**config.mk**
```make
export PLATFORM = sky130hd
export DESIGN_NAME = pipeline_controller
export DESIGN_NICKNAME = d
export VERILOG_FILES = /design/src/rtl/pipeline_controller.sv
export SDC_FILE = /design/constraint.sdc
export NUM_CORES = 1
export LEC_CHECK = 0
export ABC_AREA = 1
export CORE_UTILIZATION = 50
export CTS_CLUSTER_DIAMETER = 50
export DETAILED_ROUTE_END_ITERATION = 10
export PLACE_DENSITY = 0.9
export SYNTH_ARGS = -nofsm -noshare
export SYNTH_HDL_FRONTEND = slang
export SYNTH_SLANG_ARGS = --single-unit
```
**constraint.sdc**
```tcl
create_clock -name clock -period 2.81 [get_ports clock]
set_input_delay 0.4215 -clock clock [delete_from_list [all_inputs] [get_ports clock]]
set_output_delay 0.4215 -clock clock [all_outputs]
set_load 0.1 [all_outputs]
```
**src/rtl/pipeline_controller.sv**
```systemverilog
//------------------------------------------------------------------------------
// Module  : pipeline_controller
// Brief   : Hazard, multi-cycle divide and flush control for a 5-stage pipeline.
// Revision: 1.0 - initial release
//------------------------------------------------------------------------------
`default_nettype none

module pipeline_controller #(
  parameter int DIV_CYCLES = 32
) (
  input  logic        clock,
  input  logic        reset,
  input  logic [4:0]  ID_rs,
  input  logic [4:0]  ID_rt,
  input  logic        ID_uses_rs,
  input  logic        ID_uses_rt,
  input  logic        EX_Memory_read,
  input  logic [4:0]  EX_Write_back_address,
  input  logic        Div_start,
  input  logic        Branch_taken,
  input  logic        Exception,
  output logic        PC_write,
  output logic        IF_ID_write,
  output logic        ID_EX_write,
  output logic        ID_EX_bubble,
  output logic        Flush,
  output logic        Div_done,
  output logic        Busy,
  output logic [15:0] Stall_count
);

  typedef enum logic [1:0] {
    S_RUN      = 2'd0,
    S_DIV_WAIT = 2'd1,
    S_FLUSH    = 2'd2
  } state_t;

  localparam logic [5:0] c_DIV_LOAD = 6'(DIV_CYCLES - 1);

  state_t      r_state;
  state_t      w_state_next;
  logic [5:0]  r_div_cnt;
  logic [5:0]  w_div_cnt_next;
  logic [15:0] r_stall_count;
  logic        w_hazard;

  assign w_hazard = EX_Memory_read && (EX_Write_back_address != 5'd0) &&
                    ((ID_uses_rs && (ID_rs == EX_Write_back_address)) ||
                     (ID_uses_rt && (ID_rt == EX_Write_back_address)));

  assign Stall_count = r_stall_count;

  always_ff @(posedge clock) begin
    if (reset) begin
      r_state       <= S_RUN;
      r_div_cnt     <= 6'd0;
      r_stall_count <= 16'd0;
    end else begin
      r_state   <= w_state_next;
      r_div_cnt <= w_div_cnt_next;
      if (!PC_write && (r_stall_count != 16'hFFFF)) begin
        r_stall_count <= r_stall_count + 16'd1;
      end
    end
  end

  always_comb begin
    w_state_next   = r_state;
    w_div_cnt_next = r_div_cnt;
    PC_write       = 1'b1;
    IF_ID_write    = 1'b1;
    ID_EX_write    = 1'b1;
    ID_EX_bubble   = 1'b0;
    Flush          = 1'b0;
    Div_done       = 1'b0;
    Busy           = 1'b0;

    case (r_state)
      S_RUN: begin
        if (Exception) begin
          Flush        = 1'b1;
          w_state_next = S_FLUSH;
        end else if (Branch_taken) begin
          Flush = 1'b1;
        end else if (Div_start) begin
          w_state_next   = S_DIV_WAIT;
          w_div_cnt_next = c_DIV_LOAD;
        end else if (w_hazard) begin
          PC_write     = 1'b0;
          IF_ID_write  = 1'b0;
          ID_EX_bubble = 1'b1;
        end
      end
      S_DIV_WAIT: begin
        PC_write    = 1'b0;
        IF_ID_write = 1'b0;
        ID_EX_write = 1'b0;
        Busy        = 1'b1;
        // An exception aborts the divide before the done pulse can fire.
        if (Exception) begin
          Flush          = 1'b1;
          w_div_cnt_next = 6'd0;
          w_state_next   = S_FLUSH;
        end else if (r_div_cnt == 6'd0) begin
          Div_done     = 1'b1;
          w_state_next = S_RUN;
        end else begin
          w_div_cnt_next = r_div_cnt - 6'd1;
        end
      end
      S_FLUSH: begin
        Flush        = 1'b1;
        Busy         = 1'b1;
        w_state_next = S_RUN;
      end
      default: begin
        w_state_next = S_RUN;
      end
    endcase

    // Reset presents a quiet pipeline regardless of state or inputs.
    if (reset) begin
      PC_write     = 1'b1;
      IF_ID_write  = 1'b1;
      ID_EX_write  = 1'b1;
      ID_EX_bubble = 1'b0;
      Flush        = 1'b0;
      Div_done     = 1'b0;
      Busy         = 1'b0;
    end
  end

endmodule

`default_nettype wire

```
Word-level counts from Yosys, hierarchy flattened
Index checks and enable logic that the tools add are counted.

operators by class
  add/subtract/negate cells = 2
  $mul = 0
  divide/modulo/power cells = 0
  $lt $le $gt $ge = 0
  eq/ne operators = 12
  shift operators = 0
  multiplexer cells = 37
  bitwise operators = 0
  reductions and logical operators = 14

operators by type and width
  kind                                               count
  2-to-1 mux 6 bit                                   5
  2-to-1 mux 1 bit                                   23
  adder 16 x 1 -> 16 bit (second input constant)     1
  != test 16 bit (second input constant)             1
  != test 3 bit (second input constant)              4
  case mux 6 bit (2 select lines)                    1
  == test 5 bit                                      2
  2-to-1 mux 2 bit                                   5
  logical NOT 6 bit                                  1
  != test 2 bit (second input constant)              3
  subtractor 6 x 1 -> 6 bit (second input constant)  1
  logical AND 1 bit                                  5
  AND reduction 5 bit                                1
  nonzero test 5 bit                                 1
  case mux 2 bit (2 select lines)                    1
  case mux 1 bit (3 select lines)                    1
  AND reduction 3 bit                                1
  == test 2 x 1 -> 1 bit (second input constant)     1
  == test 2 bit (second input constant)              1
  logical NOT 2 bit                                  1
  case mux 1 bit (2 select lines)                    1
  nonzero test 2 bit                                 1
  OR reduction 2 bit                                 1
  logical NOT 1 bit                                  1
  logical OR 1 bit                                   1

word-level totals
  register bits = 24
  bits in latches = 0
  bits in writable memories = 0
  ROM bits = 0
  input bits = 23
  output and inout bits = 23
  logic and storage cells = 68
  memories kept = 0

Logic depth before layout (Yosys ltp)
  word-level depth = 12
  depth in mapped cells = 12
  gate-level depth less buffers = 12

Least setup slack after synthesis
Ideal clock, no wire load.

  kind = flip-flop to output port
  start = reg r_state[0]
  end = out Flush
  data arrival time = 2910 ps
  required time = 2389 ps
  setup slack = -522 ps
  cell stages (with the launch flop) = 7
  buffers on the path = 0
  cells stage by stage = dfxtp_1 inv_1 ha_1 inv_1 a21oi_1 a211oi_1 nor3_1

between the ends
  longest elaborated chain between the ends = 3

ends and longest elaborated chain
  what                                   line  text
  from (decl)                            40    state_t r_state;
  from (signal assigned)                 59    r_state <= w_state_next;
  == test 2 bit (tied with other cells)  78    case (r_state)
  case mux 1 bit (3 select lines) *      78
  2-to-1 mux 1 bit *                     122   if (reset) begin
  to (decl)                              26    output logic Flush,

Mark *: on every way between the ends. The rest lies on a longest branch, timed or not.

Worst setup path after layout
  start = reg r_state[1]
  end = out Div_done

between the ends
  longest elaborated chain between the ends = 3

ends and longest elaborated chain
  what                    line  text
  == test 2 x 1 -> 1 bit  78
  2-to-1 mux 1 bit        78
  2-to-1 mux 1 bit        122
  to (decl)               27    output logic Div_done,

Every way passes these cells.

==> summary.md <==
| Metric | Value |
|---|---|
| Status | `finished clean` |
| Slew HR | `71.4%` |
| Slowest cell on the critical path | `dfxtp_1` |
| RSZ-0062 raised after global routing | `false` |
| Worst setup SP type | `register` |
| Post-synth top area cell | `dfxtp_1` |
| Via count | `1942` |
| Core Footprint | `0.00315 mm2` |
| Clock buffer depth | `2` |
| Rows | `20` |
| Worst path bufs/invs | `5` |
| Drt drc | `0` |
| CTS HTree Levels | `1` |
| M1 GR Usage | `30.7%` |
| Crit path capture type | `primary output` |
| Root Driver | `clkbuf_4` |
| First-pass iteration count of the detailed router | `4` |
| # IOs | `46` |
| TritonCTS buffer count | `3` |
| Crit path time final | `2.40 ns` |
| Commonest non-fill, non-tap cell in the layout | `nand2_1` |
| Hpwl dp | `3.24 mm` |
| Die area | `0.00369 mm2` |
| Placed cell count | `362` |
| Post-Syn Nets | `307` |
| CP required | `2.39 ns` |
| Initial Utilization | `54.8%` |
| Setup TNS | `0 ns` |
| Post-Syn Area per Cell | `6.23 um2` |
| Worst setup path startpoint | `r_state[1]` |
| Vias per cell | `5.31` |
| Layout cells sized above 1 | `15.2%` |
| Most common cell on crit path | `nor2_1` |
| Register area share after synthesis | `27.8%` |
| Utilization after layout | `72.4%` |
| Register bit total from synthesis | `24` |
| Crit Path Max Fanout | `5` |
| Worst VDD drop | `0.000156 V` |
| GR Overflow Total | `0` |
| Synth Warn # | `0` |
| Critical Path, Cell by Cell | `inv_1 -> ha_1 -> inv_2 -> nor2_1 -> inv_2 -> nor2_1 -> inv_1 -> nor2_1 -> buf_12` |
| RePlAce Congestion | `0.869` |
| IO Port Bufs | `45` |
| Fmax | `0.418 GHz` |
| CTS tree | `built` |
| Cts repair resizes | `0` |
| Total Power | `703 uW` |
| Met2 usage | `45.5%` |
| Clock Skews | `0.0126 ns` |
| Die Ht | `60.8 um` |
| Yosys cell types | `28` |
| Largest net degree at the start of global routing | `22` |
| Post-Syn Instances | `277` |
| Finish-stage setup viols | `0` |
| Synthesized area | `0.00173 mm2` |
| Crit-path max cell delay | `0.37 ns` |
| Hold Buf Count CTS | `0` |
| Worst Hold Class | `reg -> reg` |
| Hold path start | `Stall_count[15]` |
| Least-Margin Pin Slew | `0.427 ns` |
| Initial antenna violation count | `0` |
| Worst-path clk slew | `0.13 ns` |
| GR peak layer | `met2` |
| Antenna-violating nets left | `0` |
| Clock Latency Late Sink | `0.33 ns` |
| First-pass GRT wire length | `7.18 mm` |
| Largest cells by area after synthesis | `dfxtp_1 28%, nand2_1 16%, nand3_1 7.8%` |
| RR Startpoint | `Stall_count[0]` |
| CP arrival | `1.97 ns` |
| All-Layer GR Usage | `25.7%` |
| Initial DRC count | `134` |
| Routed length per instance | `11.7 um` |
| Hold Vio Cnt, Final | `0` |
| Vias in the first global route | `1738` |
| PwrDens | `308 mW/mm2` |
| Crit Path Class | `reg -> out` |
| Post-CTS Setup Inserts | `0` |
| Synth top area share | `27.8%` |
| Most frequent cells in the layout | `72 x nand2_1, 32 x nor2_1, 30 x inv_1, 27 x nand3_1, 25 x a21oi_1` |
| Nets | `353` |
| Area Growth Syn to Fin | `32.2%` |
| Period utilisation layout | `85.2%` |
| CTS Sinks | `24` |
| ANT cells | `0` |
| Max cap viols | `0` |
| Final wirelength | `4.27 mm` |
| CP top delay family | `simple AND/OR/NAND/NOR gates` |
| Fin cells | `366` |
| Chip Width | `60.8 um` |
| Met3 GRT Util | `3.41%` |
| Max Slew Vio Count | `0` |
| Pleak | `0.00102 uW` |
## synthesized netlist by cell type (all sizes together)
cell type	instances
a211oi	3
nor3	9
nor2	33
xnor2	6
xor2	7
inv	41
ha	7
nand2	75
dfxtp	24
a21oi	26
or2	1
nand4	3
nand3	28
o21ai	5
a31oi	1
clkbuf	2
o21a	2
buf	4
## final timing paths
| kind | slack, ns | depth (start not counted) | to |
|---|---|---|---|
| worst max-delay path | 0.41 | 9 | Div_done |
| worst min-delay path | 0.49 | 2 | Stall_count[15] |
| worst max register to register | 0.77 | 9 | Stall_count[14] |
| worst min register to register | 0.49 | 2 | Stall_count[15] |
## through the flow
| stage | instance area [um2] | hold WS, ns | worst slack [ns] |
|---|---|---|---|
| after floorplan | 1730 | 0.473 | 0.113 |
| final | 2280 | 0.494 | 0.415 |
| after CTS | 2280 | 0.496 | 0.442 |
| after global placement | 2250 | 0.471 | 0.566 |
| after detailed placement | 2250 | 0.477 | 0.535 |
| after global routing | 2280 | 0.524 | 0.225 |
## worst min-delay path, cell delays in order, from the launching register on
cell     delay [ns]
dfxtp_1        0.35
nand2_1        0.06
a21oi_1        0.05
## state kept, by name, indices dropped and copies added (netlist names)
name,cells
Stall_count,16
r_div_cnt,6
r_state,2
## per-layer routing
metal  share of wire, %  wire length [um]  vias up
li1                   -                 -      985
met1                 45              1920      872
met2                 48              2060       77
met3                4.9               208        8
met4                2.0                87        0
met5                  0                 0        -
## cell families (layout without fill, tap and decap cells)
| logic type | Yosys count | in the layout | share of synthesized area (%) |
|---|---|---|---|
| buf+inv | 47 | 92 | 11.0 |
| compound gates | 37 | 37 | 11.7 |
| simple gates | 149 | 149 | 37.8 |
| flops | 24 | 24 | 27.8 |
| xor+xnor | 13 | 13 | 6.59 |
| fa+ha+maj | 7 | 7 | 5.07 |
## cell type report
cell class | count | area (um2)
fillers | 278 | 871
inverters | 41 | 154
flip-flops and latches | 24 | 480
well taps | 44 | 55.1
clock buffers | 4 | 36.3
multi-input cells | 206 | 1060
repair buffers | 47 | 495
## where the power goes
part           internal [uW]  switching [uW]
clock                   79.3             109
sequential               347            6.32
combinational           69.2            91.8
total                    496             207
(Power assumes the default switching activity.)
